===== src/rtl/reflector_loader.sv =====
// Serial loader that packs a 26-letter reflector wiring, validates it as an involution and commits it.
// Define REFLECTOR_LOADER_FIXED_POINT_CHECK_EN to also reject letters wired to themselves (err_code 3).
module reflector_loader (
   input  logic         clk_i,
   input  logic         reset_i,
   input  logic         start_i,
   input  logic         valid_i,
   input  logic [7:0]   din_i,
   output logic         ready_o,
   output logic [207:0] idx_out_o,
   output logic         set_o,
   output logic         busy_o,
   output logic         err_o,
   output logic [1:0]   err_code_o
);

   typedef enum logic [2:0] {
      S_IDLE   = 3'd0,
      S_LOAD   = 3'd1,
      S_CHECK  = 3'd2,
      S_COMMIT = 3'd3,
      S_ERROR  = 3'd4
   } state_t;

   localparam logic [1:0] CODE_NONE    = 2'd0;
   localparam logic [1:0] CODE_ILLEGAL = 2'd1;
   localparam logic [1:0] CODE_NOT_INV = 2'd2;
   localparam logic [1:0] CODE_FIXED   = 2'd3;

   state_t       state_q, state_d;
   logic [7:0]   stage_q [26];
   logic [4:0]   cnt_q, cnt_d;
   logic [4:0]   ci_q, ci_d;
   logic         err_q, err_d;
   logic [1:0]   code_q, code_d;
   logic [207:0] idx_q;
   logic [207:0] packed_stage;
   logic         load_en;
   logic         commit_en;
   logic         letter_ok;
   logic [4:0]   m;
   logic [7:0]   exp_letter;
   logic         not_inv;
`ifdef REFLECTOR_LOADER_FIXED_POINT_CHECK_EN
   logic         fixed_pt;
`endif

   assign letter_ok = (din_i >= 8'h41) && (din_i <= 8'h5A);

   // Stored letters are validated, so the low five bits of 'A'..'Z' are 1..26.
   assign m          = stage_q[ci_q][4:0] - 5'd1;
   assign exp_letter = 8'h41 + {3'b000, ci_q};
   assign not_inv    = (stage_q[m] != exp_letter);
`ifdef REFLECTOR_LOADER_FIXED_POINT_CHECK_EN
   assign fixed_pt   = (m == ci_q);
`endif

   for (genvar gi = 0; gi < 26; gi++) begin : g_pack
      assign packed_stage[207-8*gi -: 8] = stage_q[gi];
   end

   always_ff @(posedge clk_i or posedge reset_i) begin
      if (reset_i) begin
         state_q <= S_IDLE;
      end else begin
         state_q <= state_d;
      end
   end

   always_comb begin
      state_d   = state_q;
      cnt_d     = cnt_q;
      ci_d      = ci_q;
      err_d     = err_q;
      code_d    = code_q;
      load_en   = 1'b0;
      commit_en = 1'b0;
      case (state_q)
         S_IDLE: begin
            if (start_i) begin
               state_d = S_LOAD;
               cnt_d   = 5'd0;
               err_d   = 1'b0;
               code_d  = CODE_NONE;
            end
         end
         S_LOAD: begin
            if (start_i) begin
               cnt_d = 5'd0;
            end else if (valid_i) begin
               if (letter_ok) begin
                  load_en = 1'b1;
                  cnt_d   = cnt_q + 5'd1;
                  if (cnt_q == 5'd25) begin
                     state_d = S_CHECK;
                     ci_d    = 5'd0;
                  end
               end else begin
                  state_d = S_ERROR;
                  err_d   = 1'b1;
                  code_d  = CODE_ILLEGAL;
               end
            end
         end
         S_CHECK: begin
            if (start_i) begin
               state_d = S_LOAD;
               cnt_d   = 5'd0;
`ifdef REFLECTOR_LOADER_FIXED_POINT_CHECK_EN
            end else if (fixed_pt) begin
               state_d = S_ERROR;
               err_d   = 1'b1;
               code_d  = CODE_FIXED;
`endif
            end else if (not_inv) begin
               state_d = S_ERROR;
               err_d   = 1'b1;
               code_d  = CODE_NOT_INV;
            end else if (ci_q == 5'd25) begin
               state_d   = S_COMMIT;
               commit_en = 1'b1;
            end else begin
               ci_d = ci_q + 5'd1;
            end
         end
         S_COMMIT: begin
            state_d = S_IDLE;
         end
         S_ERROR: begin
            if (start_i) begin
               state_d = S_LOAD;
               cnt_d   = 5'd0;
               err_d   = 1'b0;
               code_d  = CODE_NONE;
            end
         end
         default: begin
            state_d = S_IDLE;
         end
      endcase
   end

   always_comb begin
      ready_o = (state_q == S_LOAD);
      busy_o  = (state_q == S_LOAD) || (state_q == S_CHECK) || (state_q == S_COMMIT);
      set_o   = (state_q == S_COMMIT);
   end

   // The committed table only moves on the edge that enters COMMIT, so set and table align.
   always_ff @(posedge clk_i or posedge reset_i) begin
      if (reset_i) begin
         cnt_q  <= 5'd0;
         ci_q   <= 5'd0;
         err_q  <= 1'b0;
         code_q <= CODE_NONE;
         idx_q  <= '0;
         for (int i = 0; i < 26; i++) begin
            stage_q[i] <= 8'd0;
         end
      end else begin
         cnt_q  <= cnt_d;
         ci_q   <= ci_d;
         err_q  <= err_d;
         code_q <= code_d;
         if (load_en) begin
            stage_q[cnt_q] <= din_i;
         end
         if (commit_en) begin
            idx_q <= packed_stage;
         end
      end
   end

   assign idx_out_o  = idx_q;
   assign err_o      = err_q;
   assign err_code_o = code_q;

endmodule


===== config.mk =====
export PLATFORM = sky130hd
export DESIGN_NAME = reflector_loader
export DESIGN_NICKNAME = d
export VERILOG_FILES = /design/src/rtl/reflector_loader.sv
export SDC_FILE = /design/constraint.sdc
export NUM_CORES = 1
export LEC_CHECK = 0
export BUFFER_PORTS_ARGS = -buffer_cell sky130_fd_sc_hd__buf_2
export CAP_MARGIN = 20
export CELL_PAD_IN_SITES_DETAIL_PLACEMENT = 2
export CELL_PAD_IN_SITES_GLOBAL_PLACEMENT = 2
export CORE_MARGIN = 8
export CORE_UTILIZATION = 41
export DETAILED_ROUTE_END_ITERATION = 10
export PLACE_DENSITY = 0.78
export SETUP_SLACK_MARGIN = 0.5
export SLEW_MARGIN = 0
export SYNTH_ARGS = -nofsm -noshare
export SYNTH_HDL_FRONTEND = slang
export SYNTH_SLANG_ARGS = --single-unit

===== constraint.sdc =====
create_clock -name clk_i -period 19.1 [get_ports clk_i]
set_input_delay 3.82 -clock clk_i [delete_from_list [all_inputs] [get_ports clk_i]]
set_output_delay 3.82 -clock clk_i [all_outputs]
set_load 0.02 [all_outputs]

Word-level counts from Yosys, hierarchy flattened. Index checks and enable logic that the tools add are counted.

Add/subtract/negate cells: 4. Order comparisons: 6. Eq/ne operators: 22. Multiplexer cells: 53. Bitwise gates (word level): 3. Reductions and logical operators: 14.

Operators by type and width (number): $bwmux W208 (1); $bmux W8 S5 (2); $mux W5 (13); $demux W8 S5 (1); $mux W3 (8); $mux W8 (3); $pmux W5 S2 (2); $ge A6 B6 Y1 const B (3); $not A5 Y6 (3); $mux W1 (14); $ne A2 B2 Y1 const B (7); $mux W2 (6); $add A5 B1 Y5 const B (2); $eq A5 B5 Y1 const B (2); $pmux W3 S3 (1); $add A7 B5 Y8 const A (1); $ge A8 B7 Y1 const B (1); $le A8 B7 Y1 const B (1); $ne A2 B1 Y1 const B (4); $ne A8 B8 Y1 (1); $reduce_and A8 Y1 (1); $reduce_and A7 Y1 (1); $eq A3 B2 Y1 const B (2); $lt A6 B1 Y1 const B (1); 17 further kinds (21).

Bits in registers: 432. Output and inout bits: 214. Logic and storage cells: 134.

Longest topological paths before layout. Gate-level depths: netlist of the first run.

Depth after elaboration: 13. Depth in mapped cells: 25. Gate-level depth less buffers: 18.

Least setup slack after synthesis of the first run. No wires, ideal clock.

Kind: input to register. Start: input port din_i[0]. End: register stage_q, in the netlist packed_stage[0]. Data arrival time: 5.906 ns. Required time: 18.975 ns. Path slack: 13.070 ns. Cell stages on the path: 11. Path buffers: 2. Cell sequence: clkbuf_1 > nor3_1 > nand2_1 > o21ai_0 > nor4b_1 > nand2_1 > nor2_1 > and2_1 > clkbuf_1 > nand2_1 > mux2_2.

Cells in the longest elaborated chain, start to end: 6. Elaborated cells between the ends (all ways): 8.

Ends and longest elaborated chain: start: declaration (line 8) `input logic [7:0] din_i,`; $ge A8 B7 Y1 / $le A8 B7 Y1 (equally long branches) (line 48) `assign letter_ok = (din_i >= 8'h41) && (din_i <= 8'h5A);`; $logic_and A1 B1 Y1 (line 48); $mux W1 (line 91) `if (letter_ok) begin`; $mux W1 (line 90) `end else if (valid_i) begin`; $mux W1 (line 88) `if (start_i) begin`; $mux W1 (line 78) `case (state_q)`; end signal: indexed assignment (line 166) `stage_q[cnt_q] <= din_i;`; end: declaration (line 31) `logic [7:0] stage_q [26];`.

Parallel ways exist; a longest one is shown, timed or not. A chain may end at the register's enable or synchronous reset.

Final worst setup path of the first run.
Start: register ci_q[0]. End: register idx_q[25], in the netlist idx_out_o[25].

Cells in the longest elaborated chain, start to end: 13. Elaborated cells between the ends (all ways): 16.

Ends and longest elaborated chain: start: declaration (line 33) `logic [4:0] ci_q, ci_d;`; start signal: assignment (line 162) `ci_q <= ci_d;`; $not A5 Y6 (implied by the code) (line 51) `assign m = stage_q[ci_q][4:0] - 5'd1;`; $bmux W8 S5 (line 51); $mux W5 (implied by the code) (2 in series) (line 51); $sub A5 B1 Y5 (line 51); $not A5 Y6 (implied by the code) (line 53) `assign not_inv = (stage_q[m] != exp_letter);`; $bmux W8 S5 (line 53); $mux W8 (implied by the code) (2 in series) (line 53); $ne A8 B8 Y1 (line 53); $mux W1 * (line 115) `end else if (not_inv) begin`; $mux W1 * (line 106) `if (start_i) begin`; $mux W1 * (line 78); end signal: assignment (line 169) `idx_q <= packed_stage;`; end: declaration (line 36) `logic [207:0] idx_q;`.

Mark *: on every way between the ends. The rest lies on a longest branch, timed or not. The select of a mux whose other input is x is not followed.

==> metrics, run 1 <==
Crit path required time 19560 ps; fin crit period 8120 ps; first-pass GRT wire length 103000 um; Power Density 113 mW/mm^2; H-tree levels 2; DRC 0; Vias/cell 5.75; startpoint types flop; arrival time worst endpoint 8580 ps; number of global-route vias before repair 15016; CP Max Fanout 70; GP Congestion 0.884; global route overflow 0; diode count 0; Worst Hold Class reg2reg; final hold violations 0; clk slew on worst S/H paths 60 ps; CTS tree done; Slew Viols, Final 0; GRT Total Usage 0.242; Skew-Pair Late Insertion Delay about 590 ps; setup_tns 0 ps; Synth top area share 0.541; fill count 4606; # resized after CTS 0; post-DP HPWL 47600 um; Warnings, synthesis 0; DIE WIDTH ~240 um; Syn-to-layout area delta 15.3%; r2r worst-path depth 19; Max-Cap Viols 0; Worst-Margin Slew 1120 ps; fmax 123 MHz; largest net degree at the start of global routing 146; synth unique cells 75; final setup fails 0; Synth area leader dfrtp_1; buffers from clock root to sink, at most 3; Hold Buf Count CTS 0; top_reg_cell synth dfrtp_1; async set-reset flop share out of synthesis 1.00; Port Buffers between 200 and 250; total wire length ~70000 um; TritonCTS buffer count 47; multi-input combinational cell area 0.00861 mm^2; num ports 226; Reg area 0.0108 mm^2; Syn Nets 1471; clk root buf clkbuf_16; DR pass1 iterations 4; period utilisation layout 0.425; Nets 1679; die height 237 um; Slew headroom 0.254; Post-CTS Setup Inserts 0; share of cells above drive strength 1 0.419; wire per inst about 30 um; leak pwr 12.0 nW; number of flops mapped to enable cells by yosys 0; register bit total from synthesis around 430; cell count after synthesis 1452; FP Rows a little over 80; Commonest cells post-synth dfrtp_1 (432), mux2_2 (228), mux2_4 (120), nand2_1 (105), mux2i_1 (61); Die Area 0.0561 mm^2; clock skew between 20 and 30 ps; clock sinks 432; status complete, no violations; most common cell in the synthesized netlist dfrtp_1; post-route ant nets 0; peak supply drop 0.0713 mV; initial antenna violation count 0; WHS Path Cells 2; Initial Util 0.412; worst setup path class reg2reg; nature of the critical path endpoint flop; Hold Worst Slack 476 ps; RSZ-0062 raised after global routing no; syn_area_per_cell 13.8 um^2; register area share after synthesis 0.541; First DRT Iteration DRCs 733; Cell Area, Synth 0.0200 mm^2; synth top area cells dfrtp_1 (54%), mux2_2 (13%), mux2_4 (9.0%), mux4_2 (3.2%), mux2i_1 (3.1%); core footprint 0.0485 mm^2; Via Count ~13000
registers in the layout (all words and copies together) (netlist names):
name and count:
ci_q 5, cnt_q 5, err_code_o 2, err_o 1, idx_out_o 208, packed_stage 208
state_q 3
worst paths after layout:
kind                       slack (ps)                          start                       endpoint
max in group asynchronous       12850                        reset_i              err_o$_DFFE_PP0P_
hold / removal                    480  packed_stage[126]$_DFFE_PP0P_  packed_stage[126]$_DFFE_PP0P_
min in group asynchronous        3400                        reset_i      idx_out_o[63]$_DFFE_PP0P_
setup / recovery                10980            ci_q[0]$_DFFE_PP0P_      idx_out_o[25]$_DFFE_PP0P_
hold reg to reg                   480  packed_stage[126]$_DFFE_PP0P_  packed_stage[126]$_DFFE_PP0P_
setup reg to reg                10980            ci_q[0]$_DFFE_PP0P_      idx_out_o[25]$_DFFE_PP0P_
cell type report:
type                    count  area share
flip-flops and latches    432       0.469
multi-input cells         913       0.374
clock buffers              67      0.0582
repair buffers            242      0.0553
well taps                 622      0.0338
clock inverters            14     0.00586
inverters                  24     0.00423
routing by layer:
layer / vias up / GRT usage / share of wire
li1: 5675 / - / -
met1: 7166 / 0.313 / 0.43
met2: 353 / 0.410 / 0.50
met3: 105 / 0.0394 / 0.040
met4: 0 / 0.0783 / 0.031
met5: - / 0 / 0
cells by family (layout without fill, tap and decap cells):
family,count (synthesis),in the layout,synth area share
buffers and inverters,107,347,0.0298
multiplexers,441,441,0.283
AND/OR/NAND/NOR,319,319,0.0853
adder cells (fa/ha/maj),7,7,0.00438
flip-flops,432,432,0.541
XOR/XNOR,10,10,0.00438
AO/OA/AOI/OAI,136,136,0.0526
worst max-delay path, stage by stage, from the launching register on:
cell	delay, ps
dfrtp_1	700
buf_4	450
mux2_1	400
a221oi_1	290
and3_2	290
nor2_4	50
inv_2	240
ha_2	380
inv_1	160
nand3_1	240
nand2_2	600
mux2_2	510
a222oi_1	630
a32oi_1	200
a22oi_1	280
nor4b_2	80
and4_1	340
nand2_8	650
buf_4	960
mux2_2	440
where the power goes:
group | internal (W) | switching (W) | leakage [nW]
combinational | 0.000232 | 0.000515 | 5.29
sequential | 0.000937 | 0.0000295 | 5.96
clock | 0.000514 | 0.000375 | 0.722
cells in the final DEF (no fill, tap or decap), types with 27 or more instances in the layout:
cell type,count
mux4_2,28
nand3_1,27
nand2_1,105
and2_1,55
buf_2,225
dfrtp_1,431
mux2_2,228
clkbuf_16,47
mux2i_1,61
nand2b_1,33
mux2_4,120
metrics by stage:
stage	setup slack (ps)	std cells	area, um^2	utilization	power (W)
3_3_place_gp	11180	2232	21500	0.444	0.00171
6_report	10980	2314	23000	0.475	0.00260
5_1_grt	10550	2314	23000	0.475	0.00270
4_1_cts	10960	2313	23000	0.474	0.00262
3_5_place_dp	10990	2232	21500	0.444	0.00172
2_1_floorplan	3250	1452	20000	-	0.00146
Note: power is estimated with default switching activity, not from simulation.
==> run 2, diff against run 1 <==
Settings changed: CORE_UTILIZATION 41 to 37, PLACE_DENSITY 0.78 to 0.75.
Clock period 19.1 ns to 6.6 ns, I/O delays scaled along.
==> run 2 against run 1 <==
Against the previous run: flip-flop and latch count stayed put; sequential share of layout area is 1.2 points lower; setup slack worse by 10000 ps; clock-buffer cell count is 4 higher; first-iteration DRC count is 11% higher; cell area is 2.6% higher; routed wire length is 2.4% higher; die area is 10% higher; worst hold slack better by 12 ps; critical path type unchanged; highest routed layer unchanged.
==> metrics, run 2 (synthesis gave the netlist of run 1 again) <==
status complete, no violations; final hold violations 0; NetSw 0.00274 W; top layer in use met4; clk slew on worst S/H paths approximately 60 ps; largest net degree at the start of global routing between 150 and 200; most common cell after layout, fill and taps aside dfrtp_1; Hold Worst Slack 488 ps; multi-input combinational cell area 0.00863 mm^2; DRT met1 WL 30700 um; sw frac 0.348; fill count 5253; final setup fails 0; DRC 0; Worst Min Path Start packed_stage[182]$_DFFE_PP0P_; Die Area about 0.06 mm^2; Initial Util 0.373; global route overflow 0; RSZ-0062 raised after global routing no; Worst-Margin Slew 1180 ps; Skew-Pair Late Insertion Delay 580 ps; TritonCTS buffer count 48; GRT Total Usage 0.221; Slew headroom 0.211; CP Max Fanout 43; Slew Viols, Final 0; Internal Power between 0.005 and 0.006 W; arrival time worst endpoint 6380 ps; Hold Buf Count CTS 0; First DRT Iteration DRCs approximately 820; Combinational Power Share 0.290; core footprint 0.0536 mm^2; first-pass GRT wire length between 100000 and 150000 um; Power Density roughly 330 mW/mm^2; Nets 1714; routed wl met3 between 2000 and 2500 um; worst slack at placement 534 ps; period utilisation layout 0.898; clock skew 20.3 ps; DIE WIDTH roughly 250 um; Crit path required time 7050 ps; FP Rows 85; peak supply drop 0.200 mV; Reg area 0.0108 mm^2; H-tree levels 2; GP Congestion 0.902; sequential fraction of design power 0.360; clock sinks between 400 and 500; initial antenna violation count 0; die height 248 um; post-DP HPWL between 40000 and 50000 um; Critical Path Start ci_q[1]$_DFFE_PP0P_; worst setup path class reg2reg; num ports 226; worst setup margin between 600 and 700 ps; number of global-route vias before repair between 15000 and 20000; nature of the critical path endpoint flop; Vias/cell 5.54; Port Buffers between 200 and 250; most frequent cells in the layout dfrtp_1 (430), mux2_2 (228), buf_2 (225); clk root buf clkbuf_16; Worst Hold Class reg2reg; DR pass1 iterations 5; Syn-to-layout area delta 18.2%; fmax 169 MHz; fin crit period 5920 ps; routed wl met2 34700 um; buffers from clock root to sink, at most 3; Crit Reg-Reg Startpoint ci_q[1]$_DFFE_PP0P_; Via Count 13460; Max-Cap Viols 0; clock share of power 0.349; share of cells above drive strength 1 0.435; post-route ant nets 0; startpoint types flop; CTS tree done; wire per inst approximately 29 um; leak pwr 12.2 nW; total wire length 69800 um; diode count 0
[run 2: cell types whose count changed in the layout (fill, tap and decap cells not counted), moves of 2 or more]
cell and change:
buf_4 +26, buf_12 +8, clkbuf_16 +3, clkinvlp_4 +3, clkbuf_8 +2, inv_6 -2
[run 2: path summary, 6_finish.rpt]
| check | cells past startpoint | endpoint | slack [ps] |
|---|---|---|---|
| setup / recovery | 20 | idx_out_o[149]$_DFFE_PP0P_ | 680 |
| hold / removal | 1 | packed_stage[182]$_DFFE_PP0P_ | 490 |
| setup reg to reg | 20 | idx_out_o[149]$_DFFE_PP0P_ | 680 |
| hold reg to reg | 1 | packed_stage[182]$_DFFE_PP0P_ | 490 |
| max in group asynchronous | 3 | ci_q[1]$_DFFE_PP0P_ | 4100 |
| min in group asynchronous | 2 | idx_out_o[70]$_DFFE_PP0P_ | 890 |
[run 2: area by class of cell]
type	count	share of cell area
timing repair buffer	275	0.0678
clock buffer	71	0.0609
sequential	432	0.458
clock inverter	16	0.00773
tap	696	0.0368
inverter	24	0.00397
multi-input combinational	914	0.365
[run 2: power by group through the flow]
stage	registers (W)	clock network, W	logic (W)
after global routing	0.00284	0.00291	0.00239
after global placement	0.00287	0	0.00217
after CTS	0.00283	0.00281	0.00225
final	0.00284	0.00275	0.00228
after floorplan	0.00281	0	0.00142
after detailed placement	0.00288	0	0.00222
[run 2: critical path, cell delays in order (launching register included)]
cell and delay (ps):
dfrtp_4 690, mux4_2 590, a22oi_1 320, and3_2 320, nor2_4 50, inv_2 60
ha_2 170, buf_4 180, o21ai_1 120, nand2_2 130, buf_4 280, mux2_2 380
a222oi_1 400, buf_4 220, a32oi_1 130, nand4_1 190, nor4b_2 290, and4_4 400
nand2_8 210, buf_12 310, mux2_4 320
[run 2: metrics by stage]
stage / std cells / setup TNS [ps] / area (um^2) / util / power (W)
global placement: 2339 / 0 / 22000 / 0.410 / 0.00504
floorplan: 1452 / -239050 / 20000 / - / 0.00423
finish: 2428 / 0 / 23600 / 0.441 / 0.00787
detailed placement: 2339 / 0 / 22000 / 0.410 / 0.00510
CTS: 2427 / 0 / 23600 / 0.441 / 0.00789
global route: 2428 / 0 / 23600 / 0.441 / 0.00814
[run 2: layer usage]
metal  track usage  vias up
met4        0.0693        0
met2         0.378      326
met1         0.289     7294
li1              -     5738
met5             0        -
met3        0.0306      102
[run 2: what timing repair did]
action,CTS,global route
setup endpoints to repair,28,191
hold endpoints to repair,0,0
cloned,1,0
gates resized for setup,4,3
buffers inserted,0,0
